==> src/rtl/pht_pkg.sv <==
// Shared types, defaults and the saturating confidence update for the PHT updater.
package pht_pkg;

  localparam int unsigned TAG_W_DEF   = 27;
  localparam int unsigned PC_W_DEF    = 32;
  localparam int unsigned COUNT_W_DEF = 2;

  typedef enum logic [1:0] {
    ST_IDLE  = 2'd0,
    ST_READ  = 2'd1,
    ST_WRITE = 2'd2
  } pht_state_e;

  // Saturating up/down counter step; width must be below 32.
  function automatic logic [31:0] pht_next_conf(input logic [31:0] old_v,
                                                input logic        taken,
                                                input int unsigned width);
    logic [31:0] max_v;
    max_v = (32'd1 << width) - 32'd1;
    if (taken && (old_v < max_v)) begin
      pht_next_conf = old_v + 32'd1;
    end else if (!taken && (old_v != 32'd0)) begin
      pht_next_conf = old_v - 32'd1;
    end else begin
      pht_next_conf = old_v;
    end
  endfunction

endpackage

==> src/rtl/pht_upd_fifo.sv <==
// Pending-update FIFO holding {index, taken, pred_taken}; DEPTH must be a power of two.
module pht_upd_fifo #(
  parameter int unsigned WIDTH = 7,
  parameter int unsigned DEPTH = 4
) (
  input  logic                     clk_in,
  input  logic                     rst_n_in,
  input  logic                     push_in,
  input  logic [WIDTH-1:0]         push_data_in,
  input  logic                     pop_in,
  output logic [WIDTH-1:0]         head_out,
  output logic                     full_out,
  output logic                     empty_out,
  output logic [$clog2(DEPTH):0]   count_out
);

  localparam int unsigned PTR_W = $clog2(DEPTH);
  localparam int unsigned CNT_W = PTR_W + 1;

  logic [WIDTH-1:0] r_mem [DEPTH];
  logic [PTR_W-1:0] r_wr_ptr;
  logic [PTR_W-1:0] r_rd_ptr;
  logic [CNT_W-1:0] r_count;
  logic             w_push;
  logic             w_pop;

  assign full_out  = (r_count == CNT_W'(DEPTH));
  assign empty_out = (r_count == '0);
  assign count_out = r_count;
  assign head_out  = r_mem[r_rd_ptr];
  assign w_push    = push_in & ~full_out;
  assign w_pop     = pop_in & ~empty_out;

  always_ff @(posedge clk_in) begin
    if (w_push) begin
      r_mem[r_wr_ptr] <= push_data_in;
    end
  end

  // Pointers wrap naturally because DEPTH is a power of two.
  always_ff @(posedge clk_in) begin
    if (!rst_n_in) begin
      r_wr_ptr <= '0;
      r_rd_ptr <= '0;
      r_count  <= '0;
    end else begin
      if (w_push) r_wr_ptr <= r_wr_ptr + PTR_W'(1);
      if (w_pop)  r_rd_ptr <= r_rd_ptr + PTR_W'(1);
      case ({w_push, w_pop})
        2'b10:   r_count <= r_count + CNT_W'(1);
        2'b01:   r_count <= r_count - CNT_W'(1);
        default: r_count <= r_count;
      endcase
    end
  end

endmodule

==> src/rtl/pht_updater.sv <==
// Queues resolved branches and applies read-modify-write updates to the PHT.
// Optional statistics counters are enabled by defining PHT_UPD_STATS_EN.
module pht_updater
  import pht_pkg::*;
#(
  parameter int unsigned TAG   = TAG_W_DEF,
  parameter int unsigned PC    = PC_W_DEF,
  parameter int unsigned COUNT = COUNT_W_DEF,
  parameter int unsigned DEPTH = 4
) (
  input  logic                clk_in,
  input  logic                rst_n_in,
  input  logic                resolve_valid_in,
  output logic                resolve_ready_out,
  input  logic [PC-1:0]       resolve_pc_in,
  input  logic                resolve_taken_in,
  input  logic                resolve_pred_taken_in,
  output logic [PC-TAG-1:0]   pht_index_out,
  input  logic [COUNT-1:0]    pht_confidence_in,
  output logic                pht_update_out,
  output logic [COUNT-1:0]    pht_new_confidence_out,
`ifdef PHT_UPD_STATS_EN
  output logic [15:0]         update_count_out,
  output logic [15:0]         mispredict_count_out,
`endif
  output logic                busy_out
);

  localparam int unsigned IDX_W = PC - TAG;
  localparam int unsigned ENT_W = IDX_W + 2;
  localparam int unsigned CNT_W = $clog2(DEPTH) + 1;

  pht_state_e       r_state;
  pht_state_e       w_state_nxt;
  logic [COUNT-1:0] r_conf;
  logic [COUNT-1:0] w_next_conf;
  logic [ENT_W-1:0] w_push_data;
  logic [ENT_W-1:0] w_head;
  logic [IDX_W-1:0] w_head_idx;
  logic             w_head_taken;
  logic             w_head_pred;
  logic             w_full;
  logic             w_empty;
  logic [CNT_W-1:0] w_count;
  logic             w_push;
  logic             w_pop;
  logic             w_conf_load;
  logic             w_unused;

  assign resolve_ready_out = ~w_full;
  assign w_push            = resolve_valid_in & resolve_ready_out;
  assign w_push_data       = {resolve_pc_in[IDX_W+1:2], resolve_taken_in, resolve_pred_taken_in};
  assign w_head_idx        = w_head[ENT_W-1:2];
  assign w_head_taken      = w_head[1];
  assign w_head_pred       = w_head[0];
  assign w_next_conf       = COUNT'(pht_next_conf(32'(r_conf), w_head_taken, COUNT));
  assign busy_out          = ~w_empty | (r_state != ST_IDLE);
  assign w_unused          = ^{resolve_pc_in[PC-1:IDX_W+2], resolve_pc_in[1:0], w_head_pred};

  pht_upd_fifo #(
    .WIDTH (ENT_W),
    .DEPTH (DEPTH)
  ) u_fifo (
    .clk_in       (clk_in),
    .rst_n_in     (rst_n_in),
    .push_in      (w_push),
    .push_data_in (w_push_data),
    .pop_in       (w_pop),
    .head_out     (w_head),
    .full_out     (w_full),
    .empty_out    (w_empty),
    .count_out    (w_count)
  );

  always_ff @(posedge clk_in) begin
    if (!rst_n_in) begin
      r_state <= ST_IDLE;
    end else begin
      r_state <= w_state_nxt;
    end
  end

  // The write lands before the next READ, so same-index records chain correctly.
  always_comb begin
    w_state_nxt            = r_state;
    pht_update_out         = 1'b0;
    pht_index_out          = '0;
    pht_new_confidence_out = '0;
    w_pop                  = 1'b0;
    w_conf_load            = 1'b0;
    case (r_state)
      ST_IDLE: begin
        if (!w_empty) w_state_nxt = ST_READ;
      end
      ST_READ: begin
        pht_index_out = w_head_idx;
        w_conf_load   = 1'b1;
        w_state_nxt   = ST_WRITE;
      end
      ST_WRITE: begin
        pht_update_out         = 1'b1;
        pht_index_out          = w_head_idx;
        pht_new_confidence_out = w_next_conf;
        w_pop                  = 1'b1;
        w_state_nxt            = ((w_count > CNT_W'(1)) || w_push) ? ST_READ : ST_IDLE;
      end
      default: begin
        w_state_nxt = ST_IDLE;
      end
    endcase
  end

  always_ff @(posedge clk_in) begin
    if (!rst_n_in) begin
      r_conf <= '0;
    end else if (w_conf_load) begin
      r_conf <= pht_confidence_in;
    end
  end

`ifdef PHT_UPD_STATS_EN
  logic [15:0] r_upd_cnt;
  logic [15:0] r_misp_cnt;

  assign update_count_out     = r_upd_cnt;
  assign mispredict_count_out = r_misp_cnt;

  always_ff @(posedge clk_in) begin
    if (!rst_n_in) begin
      r_upd_cnt  <= '0;
      r_misp_cnt <= '0;
    end else if (r_state == ST_WRITE) begin
      if (r_upd_cnt != 16'hFFFF) r_upd_cnt <= r_upd_cnt + 16'd1;
      if ((w_head_taken != w_head_pred) && (r_misp_cnt != 16'hFFFF)) begin
        r_misp_cnt <= r_misp_cnt + 16'd1;
      end
    end
  end
`endif

endmodule

==> config.mk <==
export PLATFORM = sky130hd
export DESIGN_NAME = pht_updater
export DESIGN_NICKNAME = d
export VERILOG_FILES = /design/src/rtl/pht_pkg.sv /design/src/rtl/pht_upd_fifo.sv /design/src/rtl/pht_updater.sv
export SDC_FILE = /design/constraint.sdc
export NUM_CORES = 1
export LEC_CHECK = 0
export BUFFER_PORTS_ARGS = -buffer_cell sky130_fd_sc_hd__buf_2
export CAP_MARGIN = 20
export CORE_MARGIN = 3
export CORE_UTILIZATION = 46
export DETAILED_ROUTE_END_ITERATION = 10
export HOLD_SLACK_MARGIN = 0.05
export PLACE_DENSITY = 0.75
export SETUP_SLACK_MARGIN = 0.15
export SKIP_LAST_GASP = 1
export SLEW_MARGIN = 0
export SYNTH_ARGS = -nofsm -noshare
export SYNTH_HDL_FRONTEND = slang
export SYNTH_SLANG_ARGS = --single-unit
==> constraint.sdc <==
create_clock -name clk_in -period 1.85 [get_ports clk_in]
set_input_delay 0.555 -clock clk_in [delete_from_list [all_inputs] [get_ports clk_in]]
set_output_delay 0.555 -clock clk_in [all_outputs]
set_load 0.05 [all_outputs]
==> report_table.html <==
<table>
<tr><th>Metric</th><th>Value</th></tr>
<tr><th colspan="2">Outcome</th></tr>
<tr><td>Outcome</td><td>complete, but fails checks</td></tr>
<tr><td>Failing checks</td><td>setup timing</td></tr>
<tr><th colspan="2">Worst hold path</th></tr>
<tr><td>Worst hold path depth</td><td>1</td></tr>
<tr><td>Sink of the worst hold path</td><td>u_fifo.r_mem[0][2]</td></tr>
<tr><td>Worst min-delay path startpoint</td><td>resolve_pc_in[2]</td></tr>
<tr><td>Class of the tightest hold or removal check</td><td>in2reg</td></tr>
<tr><th colspan="2">Floorplan</th></tr>
<tr><td>Die span in x</td><td>67.5 um</td></tr>
<tr><td>Initial core utilization</td><td>49.8%</td></tr>
<tr><td>Area enclosed by the die boundary</td><td>0.00456 sq mm</td></tr>
<tr><td>Number of core rows</td><td>21</td></tr>
<tr><td>Std-Cell Core Area</td><td>0.00349 sq mm</td></tr>
<tr><td>Top Ports</td><td>49</td></tr>
<tr><td>Die Span Y</td><td>67.5 um</td></tr>
<tr><th colspan="2">Synth</th></tr>
<tr><td>Syn Nets</td><td>183</td></tr>
<tr><td>Complex-gate fraction of the synthesized area</td><td>5.03%</td></tr>
<tr><td>Post-synth top flop</td><td>edfxtp_1</td></tr>
<tr><td>Async S/R FF share, synth</td><td>0%</td></tr>
<tr><td>Synth unique cells</td><td>26</td></tr>
<tr><td>Cell area after synthesis</td><td>0.00174 sq mm</td></tr>
<tr><td>Post-synth top area share</td><td>41.4%</td></tr>
<tr><td>Most numerous cell in the Yosys netlist</td><td>edfxtp_1</td></tr>
<tr><td>Leading cell types by total area after synthesis</td><td>edfxtp_1, dfxtp_1, ha_1</td></tr>
<tr><td>Register bit count reported by yosys</td><td>37</td></tr>
<tr><td>Library cell with the largest summed area after synthesis</td><td>edfxtp_1</td></tr>
<tr><td>Number of warnings reported in the yosys synthesis log</td><td>0</td></tr>
<tr><td>Portion of netlist area occupied by mux cells</td><td>13.4%</td></tr>
<tr><td>Mean Syn Cell Area</td><td>13.6 sq um</td></tr>
<tr><td>Simple-gate share of the synthesized area</td><td>8.76%</td></tr>
<tr><td>Post-synthesis cell count</td><td>128</td></tr>
<tr><td>Register area share after synthesis</td><td>56.3%</td></tr>
<tr><td>Xor-xnor portion of the synthesized cell area</td><td>1.51%</td></tr>
<tr><td>Post-synthesis adder-cell area fraction</td><td>11.5%</td></tr>
<tr><td>Combinational family with the most area after synthesis</td><td>multiplexers</td></tr>
<tr><td>Most common library cells after synthesis</td><td>edfxtp_1, ha_1, dfxtp_1</td></tr>
<tr><td>Number of enable-type register cells in the synthesized netlist</td><td>24</td></tr>
<tr><th colspan="2">Critical path</th></tr>
<tr><td>Maximum fanout along the worst path</td><td>2</td></tr>
<tr><td>Data required, critical path</td><td>1.29 ns</td></tr>
<tr><td>Worst flop-to-flop path startpoint</td><td>u_fifo.count_out[0]</td></tr>
<tr><td>Worst Path Arrival</td><td>1.93 ns</td></tr>
<tr><td>Category of the critical setup timing path</td><td>reg2out</td></tr>
<tr><td>Register-to-register setup slack</td><td>0.21 ns</td></tr>
<tr><td>R2r worst-path depth</td><td>10</td></tr>
<tr><td>Kind of launch point of the worst setup path</td><td>flip-flop</td></tr>
<tr><td>Crit end category</td><td>primary output</td></tr>
<tr><td>Capturing point of the worst reg2reg path</td><td>r_state[1]</td></tr>
<tr><th colspan="2">GRT</th></tr>
<tr><td>Wire length of the first global-routing pass</td><td>5.22 mm</td></tr>
<tr><td>Remaining Overflow, GRT</td><td>0</td></tr>
<tr><td>Initial antenna violation count</td><td>0</td></tr>
<tr><td>Number of global-route vias before repair</td><td>1,146</td></tr>
<tr><td>GRT Resource Usage Total</td><td>16.7%</td></tr>
<tr><td>Pin count of the biggest net entering global routing</td><td>13</td></tr>
<tr><th colspan="2">Flow run</th></tr>
<tr><td>Number of max-capacitance violations reported</td><td>0</td></tr>
<tr><th colspan="2">Detailed routing</th></tr>
<tr><td>Via total after detailed routing</td><td>1,162</td></tr>
<tr><td>Mean routed wirelength per cell</td><td>16.6 um</td></tr>
<tr><td>Antenna Violating Nets Remaining</td><td>0</td></tr>
<tr><td>Detailed Route Iter0 Violations</td><td>63</td></tr>
<tr><td>DRC violations left</td><td>0</td></tr>
<tr><td>Total routed wirelength</td><td>3.71 mm</td></tr>
<tr><td>Number of vias per cell</td><td>5.19</td></tr>
<tr><td>Number of detailed-route iterations in the first pass</td><td>4</td></tr>
<tr><th colspan="2">Layout</th></tr>
<tr><td>P&amp;R area growth vs syn</td><td>39.3%</td></tr>
<tr><td>Number of filler instances in the final layout</td><td>226</td></tr>
<tr><td>Count of antenna diodes in the layout</td><td>0</td></tr>
<tr><td>Net total in the final layout</td><td>232</td></tr>
<tr><td>Share of post-route cells with drive strength above 1</td><td>49.4%</td></tr>
<tr><th colspan="2">Pwr</th></tr>
<tr><td>Power per standard cell area</td><td>1360 mW/mm^2</td></tr>
<tr><td>Total power consumption of the routed design</td><td>3.30 mW</td></tr>
<tr><td>Static power due to leakage</td><td>0.954 nW</td></tr>
<tr><td>Worst supply voltage drop on vdd</td><td>0.744 mV</td></tr>
<tr><th colspan="2">Timing</th></tr>
<tr><td>Smallest setup slack after layout</td><td>-0.631 ns</td></tr>
<tr><td>Final critical-path required period</td><td>2.48 ns</td></tr>
<tr><td>Maximum clock rate</td><td>403 MHz</td></tr>
<tr><td>Finish-stage setup viols</td><td>7</td></tr>
<tr><td>Headroom to the max-slew limit</td><td>74.4%</td></tr>
<tr><td>Unrepaired setup endpoints after global routing</td><td>true</td></tr>
<tr><td>Share of the clock period used by the worst path</td><td>134%</td></tr>
<tr><td>Final count of pins violating max slew</td><td>0</td></tr>
<tr><td>Clk_skew</td><td>0.0102 ns</td></tr>
<tr><td>Setup TNS Final</td><td>-3.45 ns</td></tr>
<tr><td>Hold violation total from the final report</td><td>0</td></tr>
<tr><td>Transition time of the tightest slew-check pin</td><td>0.383 ns</td></tr>
<tr><th colspan="2">Clocking</th></tr>
<tr><td>Number of buffers added by the clock tree synthesis step</td><td>5</td></tr>
<tr><td>Hold bufs inserted after CTS</td><td>0</td></tr>
<tr><td>Clock root buffer master</td><td>clkbuf_8</td></tr>
<tr><td>Latest clock arrival within the worst-skew pair</td><td>0.29 ns</td></tr>
<tr><td>Longest Clk Path Bufs</td><td>2</td></tr>
<tr><td>Clock-pin slew of the registers on the worst-case setup and hold paths</td><td>0.08 ns</td></tr>
<tr><td>CTS H-Tree Depth</td><td>2</td></tr>
<tr><td>TritonCTS sink count</td><td>37</td></tr>
<tr><td>Clock tree from TritonCTS</td><td>done</td></tr>
<tr><th colspan="2">Place</th></tr>
<tr><td>GP Congestion</td><td>0.677</td></tr>
<tr><td>Input/output buffers</td><td>20</td></tr>
<tr><td>Detailed placer's ending HPWL</td><td>2.32 mm</td></tr>
</table>
-- sequential cells by signal (all words and copies together) (netlist names), named ones only --
name,flops
u_fifo.r_mem,24
u_fifo.r_rd_ptr,2
u_fifo.r_wr_ptr,2
u_fifo.count_out,3
r_conf,2
r_state,2
-- kinds of logic after synthesis --
| group | count (synthesis) |
|---|---|
| AO/OA/AOI/OAI | 14 |
| buffers and inverters | 14 |
| multiplexers | 14 |
| AND/OR/NAND/NOR | 30 |
| flip-flops | 37 |
| adder cells (fa/ha/maj) | 16 |
| XOR/XNOR | 3 |
-- through the flow --
stage	hold WS [ns]	setup WS (ns)	util (%)	area [sq um]	std cells
global route	0.473	-0.680	69.4	2430	224
floorplan	0.455	-0.381	-	1840	128
global placement	0.468	-0.333	58.8	2050	202
finish	0.485	-0.631	69.4	2430	224
CTS	0.471	-0.630	66.0	2310	218
detailed placement	0.502	-0.398	58.8	2050	202
-- power by group --
part / leakage (nW) / internal [mW] / switching [mW]
Clock: 0.0518 / 0.396 / 0.282
Sequential: 0.329 / 0.973 / 0.0565
Combinational: 0.573 / 0.809 / 0.788
-- layout by cell type (no fill, tap or decap), drive strengths merged --
cell / instances
o21ai: 2
inv: 12
and2: 9
nor2: 11
xnor2: 1
clkinvlp: 1
mux2i: 8
dfxtp: 13
a21boi: 1
nand3b: 1
or3: 2
o31ai: 1
clkbuf: 5
nor2b: 2
ha: 16
a211oi: 1
bufinv: 1
mux4: 6
buf: 44
clkinv: 1
or4: 1
nand2: 4
a21oi: 6
o22ai: 1
o221a: 1
o21bai: 1
xor2: 2
edfxtp: 24
-- how the worst max path moves through the flow --
stage | slack (ns) | cells after the start | endpoint
4_1_cts | -0.63 | 4 | pht_new_confidence_out[0]
5_1_grt | -0.68 | 4 | pht_new_confidence_out[0]
2_1_floorplan | -0.38 | 4 | pht_new_confidence_out[0]
3_3_place_gp | -0.33 | 4 | pht_new_confidence_out[0]
3_5_place_dp | -0.40 | 4 | pht_new_confidence_out[0]
6_report | -0.63 | 4 | pht_new_confidence_out[0]
-- repair_timing --
action,4_1_cts,5_1_grt
endpoints found under the setup margin,11,13
hold endpoints to repair,0,0
pin swaps,3,9
buffers inserted,8,6
resized for setup,29,30
-- cell type report --
class / instances / area, sq um / area share [%]
clock buffers: 5 / 68.8 / 2.84
repair buffers: 44 / 395 / 16.3
inverters: 12 / 55.1 / 2.27
flip-flops and latches: 37 / 991 / 40.8
clock inverters: 3 / 41.3 / 1.70
well taps: 46 / 57.6 / 2.37
multi-input cells: 77 / 817 / 33.7
-- metal layers --
layer / global-route usage [%] / part of all wire, % / vias up
met5: 0 / 0 / -
met4: 6.33 / 1.6 / 0
met3: 6.16 / 3.7 / 7
met2: 30.5 / 52 / 27
met1: 17.3 / 42 / 575
li1: - / - / 553
-- worst max-delay path, stage by stage, from the launching register on --
cell,delay (ns)
dfxtp_2,0.36
mux4_2,0.57
mux2i_4,0.26
mux2i_4,0.27
buf_6,0.18
No activity file was read; power rests on OpenSTA's default activity.
